File: config.mk
export PLATFORM = sky130hd
export DESIGN_NAME = memory_op_bus_flat
export DESIGN_NICKNAME = d
export VERILOG_FILES = /design/src/rtl/memory_op_bus_if.sv /design/src/rtl/memory_op_bus.sv /design/src/flat_wrapper.sv
export SDC_FILE = /design/constraint.sdc
export NUM_CORES = 1
export LEC_CHECK = 0
export BUFFER_PORTS_ARGS = -buffer_cell sky130_fd_sc_hd__buf_2
export CAP_MARGIN = 20
export CORE_MARGIN = 4
export CORE_UTILIZATION = 34
export CTS_CLUSTER_DIAMETER = 30
export DETAILED_ROUTE_END_ITERATION = 12
export PLACE_DENSITY = 0.54
export SYNTH_ARGS = -nofsm -noshare
export SYNTH_HDL_FRONTEND = slang
export SYNTH_SLANG_ARGS = --single-unit
File: constraint.sdc
create_clock -name clk -period 4 [get_ports clk]
set_input_delay 0.8 -clock clk [delete_from_list [all_inputs] [get_ports clk]]
set_output_delay 0.8 -clock clk [all_outputs]
set_load 0.01 [all_outputs]
File: src/rtl/memory_op_bus_if.sv
// Pipeline-side and RAM/SYS bus signals of the two-lane memory-operation stage.
// The master modport is the stage itself; the slave modport is its environment.
interface memory_op_bus_if #(
  parameter int unsigned DW = 32,
  parameter int unsigned AW = 32
);
  logic          in_valid;
  logic          proceed;
  logic [DW-1:0] r1;
  logic [DW-1:0] r2;
  logic [AW-1:0] a1;
  logic [AW-1:0] a2;
  logic [3:0]    r1_op;
  logic [3:0]    r2_op;
  logic          stall;
  logic          out_valid;
  logic [DW-1:0] m1;
  logic [DW-1:0] m2;
  logic          fault;

  logic          ram_req;
  logic          ram_we;
  logic [AW-1:0] ram_addr;
  logic [DW-1:0] ram_wdata;
  logic [DW-1:0] ram_rdata;
  logic          ram_ack;

  logic          sys_req;
  logic          sys_we;
  logic [AW-1:0] sys_addr;
  logic [DW-1:0] sys_wdata;
  logic [DW-1:0] sys_rdata;
  logic          sys_ack;

  modport master (
    input  in_valid, proceed, r1, r2, a1, a2, r1_op, r2_op,
    output stall, out_valid, m1, m2, fault,
    output ram_req, ram_we, ram_addr, ram_wdata,
    input  ram_rdata, ram_ack,
    output sys_req, sys_we, sys_addr, sys_wdata,
    input  sys_rdata, sys_ack
  );

  modport slave (
    output in_valid, proceed, r1, r2, a1, a2, r1_op, r2_op,
    input  stall, out_valid, m1, m2, fault,
    input  ram_req, ram_we, ram_addr, ram_wdata,
    output ram_rdata, ram_ack,
    input  sys_req, sys_we, sys_addr, sys_wdata,
    output sys_rdata, sys_ack
  );
endinterface

File: src/rtl/memory_op_bus.sv
// Two-lane memory-operation stage: runs the r1/r2 lane ops one after another
// against the RAM and SYS req/ack buses, with per-access timeout and stall.
module memory_op_bus #(
  parameter int unsigned   DW      = 32,
  parameter int unsigned   AW      = 32,
  parameter int unsigned   TIMEOUT = 16,
  parameter logic [DW-1:0] FILL    = {DW/2{2'b10}}
) (
  input logic             clk,
  input logic             rst,
  memory_op_bus_if.master bus
);
  localparam int unsigned   WW    = (TIMEOUT > 1) ? $clog2(TIMEOUT) : 1;
  localparam logic [WW-1:0] TLAST = (TIMEOUT > 0) ? WW'(TIMEOUT - 1) : '0;

  typedef enum logic [1:0] {IDLE, LANE1, LANE2, DONE} state_t;

  state_t        state_q, state_d;
  logic [DW-1:0] r1_q, r1_d, r2_q, r2_d;
  logic [AW-1:0] a1_q, a1_d, a2_q, a2_d;
  logic [3:0]    op1_q, op1_d, op2_q, op2_d;
  logic [DW-1:0] res1_q, res1_d, res2_q, res2_d;
  logic [DW-1:0] m1_q, m1_d, m2_q, m2_d;
  logic          fault_q, fault_d;
  logic [WW-1:0] wait_q, wait_d;

  logic          in_lane, cur_sys, cur_store, ack, tmo, complete;
  logic          ram_sel, sys_sel;
  logic [3:0]    cur_op, eff1, eff2;
  logic [AW-1:0] cur_addr;
  logic [DW-1:0] cur_wdata, cur_rdata, lane_res;

  function automatic logic is_mem(input logic [3:0] op);
    return (op >= 4'd2) && (op <= 4'd13);
  endfunction

  function automatic logic is_sys(input logic [3:0] op);
    return (op >= 4'd8) && (op <= 4'd13);
  endfunction

  function automatic logic is_store(input logic [3:0] op);
    return ((op >= 4'd5) && (op <= 4'd7)) || ((op >= 4'd11) && (op <= 4'd13));
  endfunction

  // 0: a1, 1: a2, 2: the other lane's register
  function automatic logic [1:0] addr_src(input logic [3:0] op);
    case (op)
      4'd2, 4'd5, 4'd8, 4'd11: return 2'd0;
      4'd3, 4'd6, 4'd9, 4'd12: return 2'd1;
      default:                 return 2'd2;
    endcase
  endfunction

  // Result known at accept; loads overwrite it when their access completes.
  function automatic logic [DW-1:0] base_res(input logic [3:0] op,
                                             input logic [DW-1:0] own,
                                             input logic [DW-1:0] oth);
    if ((op == 4'd1) || is_store(op)) return own;
    if (op == 4'd14) return oth;
    return '0;
  endfunction

  always_comb begin : lane_decode
    in_lane   = (state_q == LANE1) || (state_q == LANE2);
    cur_op    = (state_q == LANE2) ? op2_q : op1_q;
    cur_sys   = is_sys(cur_op);
    cur_store = is_store(cur_op);
    cur_wdata = (state_q == LANE2) ? r2_q : r1_q;
    case (addr_src(cur_op))
      2'd0:    cur_addr = a1_q;
      2'd1:    cur_addr = a2_q;
      default: cur_addr = (state_q == LANE2) ? r1_q[AW-1:0] : r2_q[AW-1:0];
    endcase
    ack       = cur_sys ? bus.sys_ack : bus.ram_ack;
    cur_rdata = cur_sys ? bus.sys_rdata : bus.ram_rdata;
    tmo       = (TIMEOUT != 0) && !ack && (wait_q == TLAST);
    complete  = in_lane && (ack || tmo);
    lane_res  = ack ? cur_rdata : FILL;
    ram_sel   = in_lane && !cur_sys;
    sys_sel   = in_lane && cur_sys;
  end

  always_comb begin : bus_drive
    bus.ram_req   = ram_sel;
    bus.ram_we    = ram_sel && cur_store;
    bus.ram_addr  = ram_sel ? cur_addr : '0;
    bus.ram_wdata = (ram_sel && cur_store) ? cur_wdata : '0;
    bus.sys_req   = sys_sel;
    bus.sys_we    = sys_sel && cur_store;
    bus.sys_addr  = sys_sel ? cur_addr : '0;
    bus.sys_wdata = (sys_sel && cur_store) ? cur_wdata : '0;
  end

  always_comb begin : next_state
    state_d = state_q;
    r1_d    = r1_q;
    r2_d    = r2_q;
    a1_d    = a1_q;
    a2_d    = a2_q;
    op1_d   = op1_q;
    op2_d   = op2_q;
    res1_d  = res1_q;
    res2_d  = res2_q;
    m1_d    = m1_q;
    m2_d    = m2_q;
    fault_d = fault_q;
    wait_d  = '0;
    eff1    = bus.proceed ? bus.r1_op : 4'd0;
    eff2    = bus.proceed ? bus.r2_op : 4'd0;

    case (state_q)
      IDLE, DONE: begin
        if (bus.in_valid) begin
          r1_d    = bus.r1;
          r2_d    = bus.r2;
          a1_d    = bus.a1;
          a2_d    = bus.a2;
          op1_d   = eff1;
          op2_d   = eff2;
          res1_d  = base_res(eff1, bus.r1, bus.r2);
          res2_d  = base_res(eff2, bus.r2, bus.r1);
          fault_d = 1'b0;
          if (is_mem(eff1))      state_d = LANE1;
          else if (is_mem(eff2)) state_d = LANE2;
          else                   state_d = DONE;
        end else if (state_q == DONE) begin
          state_d = IDLE;
        end
      end
      LANE1: begin
        if (complete) begin
          if (!cur_store) res1_d = lane_res;
          if (tmo)        fault_d = 1'b1;
          state_d = is_mem(op2_q) ? LANE2 : DONE;
        end else begin
          wait_d = wait_q + WW'(1);
        end
      end
      LANE2: begin
        if (complete) begin
          if (!cur_store) res2_d = lane_res;
          if (tmo)        fault_d = 1'b1;
          state_d = DONE;
        end else begin
          wait_d = wait_q + WW'(1);
        end
      end
      default: state_d = IDLE;
    endcase

    // Results are published only on DONE entry so m1/m2 never move mid-instruction.
    if (state_d == DONE) begin
      m1_d = res1_d;
      m2_d = res2_d;
    end
  end

  always_ff @(posedge clk) begin
    if (rst) begin
      state_q <= IDLE;
      r1_q    <= '0;
      r2_q    <= '0;
      a1_q    <= '0;
      a2_q    <= '0;
      op1_q   <= '0;
      op2_q   <= '0;
      res1_q  <= '0;
      res2_q  <= '0;
      m1_q    <= '0;
      m2_q    <= '0;
      fault_q <= 1'b0;
      wait_q  <= '0;
    end else begin
      state_q <= state_d;
      r1_q    <= r1_d;
      r2_q    <= r2_d;
      a1_q    <= a1_d;
      a2_q    <= a2_d;
      op1_q   <= op1_d;
      op2_q   <= op2_d;
      res1_q  <= res1_d;
      res2_q  <= res2_d;
      m1_q    <= m1_d;
      m2_q    <= m2_d;
      fault_q <= fault_d;
      wait_q  <= wait_d;
    end
  end

  assign bus.stall     = in_lane;
  assign bus.out_valid = (state_q == DONE);
  assign bus.m1        = m1_q;
  assign bus.m2        = m2_q;
  assign bus.fault     = fault_q;
endmodule

File: src/flat_wrapper.sv
// flat-port wrapper written by rule: the top's interface ports become plain ports
module memory_op_bus_flat 
#(
  parameter int unsigned   DW      = 32,
  parameter int unsigned   AW      = 32,
  parameter int unsigned   TIMEOUT = 16,
  parameter logic [DW-1:0] FILL    = {DW/2{2'b10}}
)
  (clk, rst, bus_in_valid, bus_proceed, bus_r1, bus_r2, bus_a1, bus_a2, bus_r1_op, bus_r2_op, bus_stall, bus_out_valid, bus_m1, bus_m2, bus_fault, bus_ram_req, bus_ram_we, bus_ram_addr, bus_ram_wdata, bus_ram_rdata, bus_ram_ack, bus_sys_req, bus_sys_we, bus_sys_addr, bus_sys_wdata, bus_sys_rdata, bus_sys_ack);
  memory_op_bus_if #(.DW(DW), .AW(AW)) bus_i ();
  input logic clk;
  input logic rst;
  input wire logic [$bits(bus_i.in_valid)-1:0] bus_in_valid;
  input wire logic [$bits(bus_i.proceed)-1:0] bus_proceed;
  input wire logic [$bits(bus_i.r1)-1:0] bus_r1;
  input wire logic [$bits(bus_i.r2)-1:0] bus_r2;
  input wire logic [$bits(bus_i.a1)-1:0] bus_a1;
  input wire logic [$bits(bus_i.a2)-1:0] bus_a2;
  input wire logic [$bits(bus_i.r1_op)-1:0] bus_r1_op;
  input wire logic [$bits(bus_i.r2_op)-1:0] bus_r2_op;
  output wire logic [$bits(bus_i.stall)-1:0] bus_stall;
  output wire logic [$bits(bus_i.out_valid)-1:0] bus_out_valid;
  output wire logic [$bits(bus_i.m1)-1:0] bus_m1;
  output wire logic [$bits(bus_i.m2)-1:0] bus_m2;
  output wire logic [$bits(bus_i.fault)-1:0] bus_fault;
  output wire logic [$bits(bus_i.ram_req)-1:0] bus_ram_req;
  output wire logic [$bits(bus_i.ram_we)-1:0] bus_ram_we;
  output wire logic [$bits(bus_i.ram_addr)-1:0] bus_ram_addr;
  output wire logic [$bits(bus_i.ram_wdata)-1:0] bus_ram_wdata;
  input wire logic [$bits(bus_i.ram_rdata)-1:0] bus_ram_rdata;
  input wire logic [$bits(bus_i.ram_ack)-1:0] bus_ram_ack;
  output wire logic [$bits(bus_i.sys_req)-1:0] bus_sys_req;
  output wire logic [$bits(bus_i.sys_we)-1:0] bus_sys_we;
  output wire logic [$bits(bus_i.sys_addr)-1:0] bus_sys_addr;
  output wire logic [$bits(bus_i.sys_wdata)-1:0] bus_sys_wdata;
  input wire logic [$bits(bus_i.sys_rdata)-1:0] bus_sys_rdata;
  input wire logic [$bits(bus_i.sys_ack)-1:0] bus_sys_ack;
  assign bus_i.in_valid = bus_in_valid;
  assign bus_i.proceed = bus_proceed;
  assign bus_i.r1 = bus_r1;
  assign bus_i.r2 = bus_r2;
  assign bus_i.a1 = bus_a1;
  assign bus_i.a2 = bus_a2;
  assign bus_i.r1_op = bus_r1_op;
  assign bus_i.r2_op = bus_r2_op;
  assign bus_stall = bus_i.stall;
  assign bus_out_valid = bus_i.out_valid;
  assign bus_m1 = bus_i.m1;
  assign bus_m2 = bus_i.m2;
  assign bus_fault = bus_i.fault;
  assign bus_ram_req = bus_i.ram_req;
  assign bus_ram_we = bus_i.ram_we;
  assign bus_ram_addr = bus_i.ram_addr;
  assign bus_ram_wdata = bus_i.ram_wdata;
  assign bus_i.ram_rdata = bus_ram_rdata;
  assign bus_i.ram_ack = bus_ram_ack;
  assign bus_sys_req = bus_i.sys_req;
  assign bus_sys_we = bus_i.sys_we;
  assign bus_sys_addr = bus_i.sys_addr;
  assign bus_sys_wdata = bus_i.sys_wdata;
  assign bus_i.sys_rdata = bus_sys_rdata;
  assign bus_i.sys_ack = bus_sys_ack;
  memory_op_bus #(.DW(DW), .AW(AW), .TIMEOUT(TIMEOUT), .FILL(FILL)) u_core (.clk(clk), .rst(rst), .bus(bus_i));
endmodule
==> results of run 1 <==
-- stage by stage --
step	util (%)	setup slack [ns]	TNS [ns]	total power, mW	cells
floorplan	-	0.1314	0	7.345	1999
global placement	40.39	0.2112	0	9.218	2849
detailed placement	40.39	0.08719	0	9.325	2849
CTS	47.81	0.01474	0	16.33	3007
global route	48.36	-0.09373	-0.3167	17.22	3021
finish	48.37	0.08122	0	16.46	3022
-- flip-flops by register name, summed over array words and instances, names as in the netlist --
| name | count |
|---|---|
| u_core.state_q | 2 |
| u_core.op2_q | 4 |
| u_core.bus.m1 | 32 |
| u_core.op1_q | 4 |
| u_core.wait_q | 4 |
| u_core.a1_q | 32 |
| u_core.bus.m2 | 32 |
| u_core.r1_q | 32 |
| u_core.a2_q | 32 |
| u_core.res2_q | 32 |
| u_core.bus.fault | 1 |
| u_core.r2_q | 32 |
| u_core.res1_q | 32 |
-- metal layers --
| metal | up-vias | track usage, % |
|---|---|---|
| li1 | 8132 | - |
| met1 | 8497 | 36.25 |
| met2 | 818 | 42.47 |
| met3 | 134 | 5.963 |
| met4 | 10 | 8.884 |
| met5 | - | 0 |
-- synth_stat cells (5+ instances only) --
master    instances  area [µm²]
ha_1              6       75.07
inv_1            43       161.4
nand4_1          33       206.5
mux2_2           32       360.4
buf_6             6       67.56
nor3_1            5       25.02
mux2i_1          67       670.6
a21oi_1         219        1096
o32ai_1          48       420.4
and2_1           31       193.9
a21boi_0         16       120.1
a221oi_1         63       551.8
clkbuf_1        167       626.9
nand3b_1         18       135.1
a21o_1           33       247.7
nand3_1          51       255.2
o311ai_0         32       280.3
buf_1            20       75.07
o211ai_1         35       262.8
nand2_1         308        1156
dfxtp_1         271        5425
a32oi_1          49       429.2
a211oi_1         97       728.2
buf_2            12       60.06
and3_1           52       325.3
o21ai_1          34       170.2
nor2_1          140       525.5
nor2b_1          65       406.6
-- path summary, 6_finish.rpt --
| check | endpoint | slack [ns] | cells after the start |
|---|---|---|---|
| worst min-delay path | u_core.a2_q[12] | 0.45 | 2 |
| worst min register to register | u_core.a2_q[12] | 0.45 | 2 |
| worst max register to register | u_core.bus.m2[25] | 0.31 | 13 |
| worst max-delay path | bus_sys_addr[14] | 0.08 | 13 |
-- layout by cell type (no fill, tap or decap), drive strengths merged, types with 2 or more instances in the layout --
cell type,instances
dfxtp,271
nand3,51
clkinvlp,6
nor2b,65
a221oi,63
o211ai,35
nor3,9
bufinv,14
o32ai,48
ha,6
o311ai,33
o21ai,41
a21oi,219
and2,31
nand4b,3
or4,2
buf,488
clkbuf,106
clkinv,14
mux2,32
nand2,308
mux2i,68
inv,46
or3,2
a21o,33
and4b,2
a32oi,49
a21boi,16
and3,52
a211o,2
nand3b,18
a211oi,97
a41oi,2
o22ai,3
nor3b,3
nor2,140
xor2,3
nand4,33
diode,3
-- layout make-up --
class / count / area [µm²] / area share (%)
Sequential cell: 271 / 5426 / 25.15
Timing Repair Buffer: 488 / 2825 / 13.10
Antenna cell: 3 / 7.507 / 0.03480
Inverter: 44 / 165.2 / 0.7655
Clock buffer: 106 / 2292 / 10.62
Clock inverter: 36 / 568.0 / 2.633
Multi-Input combinational cell: 1482 / 9549 / 44.26
Tap cell: 592 / 740.7 / 3.433
-- power groups by stage --
stage	Sequential, mW	Combinational [mW]	Clock [mW]
2_1_floorplan	3.46	3.89	0
3_3_place_gp	3.51	5.70	0
3_5_place_dp	3.53	5.80	0
4_1_cts	3.50	6.05	6.78
5_1_grt	3.56	6.72	6.94
6_report	3.52	6.24	6.71
-- kinds of logic (layout without fill, tap and decap cells) --
logic type      after synthesis  in the layout  synth area share (%)
buf+inv                     249            674                 6.419
flops                       271            271                 35.01
compound gates              646            649                 29.00
mux                         100            100                 6.743
fa+ha+maj                     6              6                0.4845
other cells                   0              3                     0
simple gates                723            723                 22.12
xor+xnor                      4              4                0.2261
-- what timing repair did --
item                                   CTS  global route
resized for setup                       57            20
pin swaps                                2             4
setup endpoints to repair               97            73
setup buffers                           13             9
cloned                                   3             1
endpoints found under the hold margin    0             0
-- worst min-delay path: cells and delay by family (launching register included) --
family / cells / cell delay [ns]
flip-flops: 1 / 0.30
AND/OR/NAND/NOR: 1 / 0.05
AO/OA/AOI/OAI: 1 / 0.05
==> results.json, run 1 <==
{
  "status": "finished clean",
  "drtAntennaViolNets": 0,
  "dieArea_um2": 49050,
  "crit_top_cell": "ha_4",
  "clock_path_buffers": 3,
  "setup_viol": 0,
  "wl_um": 70090,
  "cts_tree": "done",
  "wl_met2_um": 31750,
  "clk_latency_ns": 0.58,
  "worst-path-buf-inv": 5,
  "cts.sinks": 271,
  "hp-start": "u_core.a2_q[12]",
  "syn_inst": 1999,
  "required_ns": 3.20,
  "first_pass_iters": 6,
  "critical_path.endpoint_type": "primary output",
  "synthArstFlopShare_pct": 0,
  "r2r-start": "u_core.state_q[0]",
  "synth-main-ff-cell": "dfxtp_1",
  "ys_seq_elements": 271,
  "clock_skew_ns": 0.01098,
  "htreeDepth": 3,
  "cts_buffers": 79,
  "gr-total-overflow": 0,
  "syn-cell-area_um2": 15490,
  "max_freq_mhz": 255.2,
  "ios": 405,
  "maxUsedRoutingLayer": "met5",
  "cpMaxStageDelayCell": "dfxtp_1",
  "finalInstanceArea_um2": 21570,
  "place_area_um2": 18020,
  "core-area_um2": 44610,
  "synth.avg_cell_area_um2": 7.751,
  "ys_seq_area_share_pct": 35.01,
  "cp_slowest_stage_delay_ns": 0.30,
  "crit_fanout": 11,
  "synth_nets": 2211,
  "grt_pass1_vias": 16810,
  "gp_congestion": 0.9172,
  "drtIter0Drc": 1558,
  "die_h_um": 221.5,
  "portBuffers": 404,
  "rows": 77,
  "vdd_drop_max_mv": 0.5923,
  "max_slew.worst_pin.slew_ns": 1.062,
  "switchingPower_mw": 6.314,
  "leakage_nw": 9.293,
  "grtUsageTotal_pct": 26.76,
  "worstHoldPathType": "flop to flop",
  "ys_types": 58,
  "dp_hpwl_um": 48350,
  "vias": 17590,
  "slew_headroom_pct": 28.79,
  "synth-edff-count": 0,
  "power.share.clock_pct": 40.8,
  "fillers": 4346,
  "wl_met1_um": 30380,
  "p_comb_share_pct": 37.9,
  "startpoint": "u_core.state_q[0]",
  "rsz0062_at_grt": "true",
  "wl_met3_um": 5914,
  "antenna_found_initial": 9,
  "cpLargestDelayFamily": "buffers and inverters",
  "viasPerCell": 5.821,
  "p_per_area_nw_per_um2": 762.9,
  "clock-root-buffer": "clkbuf_16",
  "hold_viol": 0,
  "crit_path_start_kind": "flop",
  "whs_ns": 0.4519,
  "critical_path_class": "flop to primary output",
  "cp_cell_sequence": "inv_1 -> ha_4 -> mux2i_4 -> inv_2 -> ha_4 -> nand2_1 -> o311ai_4 -> buf_4 -> o21ai_4 -> buf_12 -> mux2i_1 -> a211oi_1 -> buf_2",
  "drc": 0,
  "postCtsHoldBufs": 0,
  "period_share_pct": 97.97,
  "syn2layout_area_growth_pct": 39.24,
  "drv_slew": 0,
  "maxCapViolCount": 0,
  "intPower_mw": 10.14,
  "switching_share_pct": 38.36,
  "grt_pass1_wl_um": 105200,
  "drive_gt1_share_pct": 30.20,
  "die_x_um": 221.5,
  "initial_utilization_pct": 34.74,
  "grt_max_degree": 111,
  "period_minus_slack_ns": 3.919,
  "routedWlPerCell_um": 23.19,
  "p_seq_share_pct": 21.4,
  "arrival_ns": 3.12,
  "nNetsFinal": 2578,
  "ys_warn_count": 0,
  "clk_pin_slew_ns": 0.04
}
(Power assumes the default switching activity.)
==> run 2, diff against run 1 <==
--- a/config.mk
+++ b/config.mk
@@ -7,10 +7,11 @@
 export LEC_CHECK = 0
 export BUFFER_PORTS_ARGS = -buffer_cell sky130_fd_sc_hd__buf_2
 export CAP_MARGIN = 20
-export CORE_MARGIN = 4
+export CORE_MARGIN = 2
 export CORE_UTILIZATION = 34
 export CTS_CLUSTER_DIAMETER = 30
 export DETAILED_ROUTE_END_ITERATION = 12
+export MAX_ROUTING_LAYER = met4
 export PLACE_DENSITY = 0.54
 export SYNTH_ARGS = -nofsm -noshare
 export SYNTH_HDL_FRONTEND = slang
==> results.json, run 2 (synthesis gave the netlist of run 1 again) <==
{
  "grtUsageTotal_pct": 29.06,
  "required_ns": 3.20,
  "hold_viol": 0,
  "dp_hpwl_um": 47530,
  "clock_skew_ns": 0.02234,
  "drc": 0,
  "syn2layout_area_growth_pct": 38.97,
  "power.share.clock_pct": 39.5,
  "viasPerCell": 5.823,
  "cts_buffers": 76,
  "crit_path_start_kind": "flop",
  "dieArea_um2": 47300,
  "vias": 17590,
  "critical_path_class": "flop to primary output",
  "nNetsFinal": 2565,
  "rsz0062_at_grt": "true",
  "cts.sinks": 271,
  "p_comb_share_pct": 38.8,
  "arrival_ns": 3.15,
  "drtAntennaViolNets": 0,
  "final_util_pct": 47.65,
  "first_pass_iters": 6,
  "max_slew.worst_pin.slew_ns": 0.9758,
  "portBuffers": 404,
  "antenna_found_initial": 7,
  "power.total_mw": 16.28,
  "worstHoldPathType": "flop to flop",
  "cp_cell_sequence": "inv_2 -> ha_4 -> mux2i_4 -> inv_2 -> nand2_1 -> o21ai_2 -> o21ai_4 -> buf_6 -> mux2i_4 -> a211oi_2 -> buf_4 -> buf_2",
  "max_freq_mhz": 253.4,
  "die_x_um": 217.5,
  "cts_tree": "done",
  "gr-total-overflow": 0,
  "switching_share_pct": 39.19,
  "htreeDepth": 3,
  "drtIter0Drc": 1711,
  "switchingPower_mw": 6.381,
  "setup_viol": 0,
  "die_h_um": 217.5,
  "routedWlPerCell_um": 23.28,
  "initial_utilization_pct": 34.29,
  "final_common_cell": "buf_2",
  "critical_path.endpoint_type": "primary output",
  "cpMaxStageDelayCell": "dfxtp_4",
  "startpoint": "u_core.state_q[0]",
  "grt_max_degree": 131,
  "r2r-start": "u_core.state_q[0]",
  "holdPathStages": 2,
  "clock_path_buffers": 3,
  "status": "finished clean",
  "grt_pass1_vias": 16270,
  "slew_headroom_pct": 34.95,
  "period_minus_slack_ns": 3.946,
  "core-area_um2": 45190,
  "final_cell_mix": "buf_2, nand2_1, dfxtp_1",
  "crit_fanout": 8,
  "grt_pass1_wl_um": 102400,
  "drive_gt1_share_pct": 30.94,
  "intPower_mw": 9.899,
  "rr_worst_depth": 11,
  "ios": 405,
  "period_share_pct": 98.65,
  "rows": 78,
  "p_per_area_nw_per_um2": 756.0,
  "postCtsHoldBufs": 0,
  "drv_slew": 0,
  "clk_pin_slew_ns": 0.04,
  "cp_slowest_stage_delay_ns": 0.36,
  "maxCapViolCount": 0,
  "vdd_drop_max_mv": 0.5788,
  "gp_congestion": 0.8920,
  "whs_ns": 0.4500,
  "wl_um": 70340,
  "hp-start": "u_core.a2_q[17]",
  "p_seq_share_pct": 21.8,
  "clk_latency_ns": 0.60,
  "leakage_nw": 9.164,
  "clock-root-buffer": "clkbuf_16"
}
[run 2: changes by cell type in the layout (fill, tap and decap cells not counted), sizes merged]
cell | previous run | this run
inv | 46 | 45
diode | 3 | 7
bufbuf | 0 | 1
clkinv | 14 | 15
clkbuf | 106 | 107
bufinv | 14 | 11
o21ai | 41 | 39
buf | 488 | 478
[run 2: layout make-up]
type | count | area [µm²]
antenna | 7 | 17.52
timing repair buffer | 480 | 2820
tap | 600 | 750.7
inverter | 44 | 165.2
fill | 4472 | 23650
clock buffer | 106 | 2237
sequential | 271 | 5430
multi-input combinational | 1480 | 9604
clock inverter | 33 | 508.0
[run 2: per-stage QoR]
step / setup slack [ns] / instance area [µm²] / setup TNS [ns] / instances
5_1_grt: -0.08383 / 21530 / -0.6375 / 3021
2_1_floorplan: 0.1314 / 15490 / 0 / 1999
6_report: 0.05391 / 21530 / 0 / 3021
3_3_place_gp: 0.1770 / 18030 / 0 / 2853
4_1_cts: 0.0003269 / 21230 / 0 / 3007
3_5_place_dp: 0.07982 / 18030 / 0 / 2853
[run 2: path summary, 6_finish.rpt]
check / endpoint / slack [ns]
max: bus_ram_addr[23] / 0.05
min: u_core.a2_q[17] / 0.45
max reg2reg: u_core.bus.m2[15] / 0.53
min reg2reg: u_core.a2_q[17] / 0.45
[run 2: critical path, delay by kind of cell, from the launching register on]
family,cells,cell delay (ns)
buf+inv,5,0.72
mux,2,0.62
compound gates,3,0.46
flops,1,0.36
fa+ha+maj,1,0.21
simple gates,1,0.19
[run 2: power by group through the flow]
stage	Clock, mW	Sequential, mW	Combinational, mW
6_report	6.43	3.54	6.31
5_1_grt	6.65	3.59	6.78
4_1_cts	6.50	3.51	6.08
3_5_place_dp	0	3.54	5.85
3_3_place_gp	0	3.53	5.77
2_1_floorplan	0	3.46	3.89
[run 2: metal layers]
metal / up-vias / GRT usage, % / share of wire (%)
li1: 8103 / - / -
met1: 8433 / 38.37 / 44
met2: 914 / 43.76 / 45
met3: 141 / 5.676 / 8.1
met4: 0 / 11.16 / 3.0
met5: - / - / 0
[run 2: repair_timing]
action	CTS	global route
gates resized for setup	56	44
gates cloned	3	1
endpoints found under the hold margin	0	0
pin swaps	6	21
endpoints found under the setup margin	97	91
buffers inserted	12	6
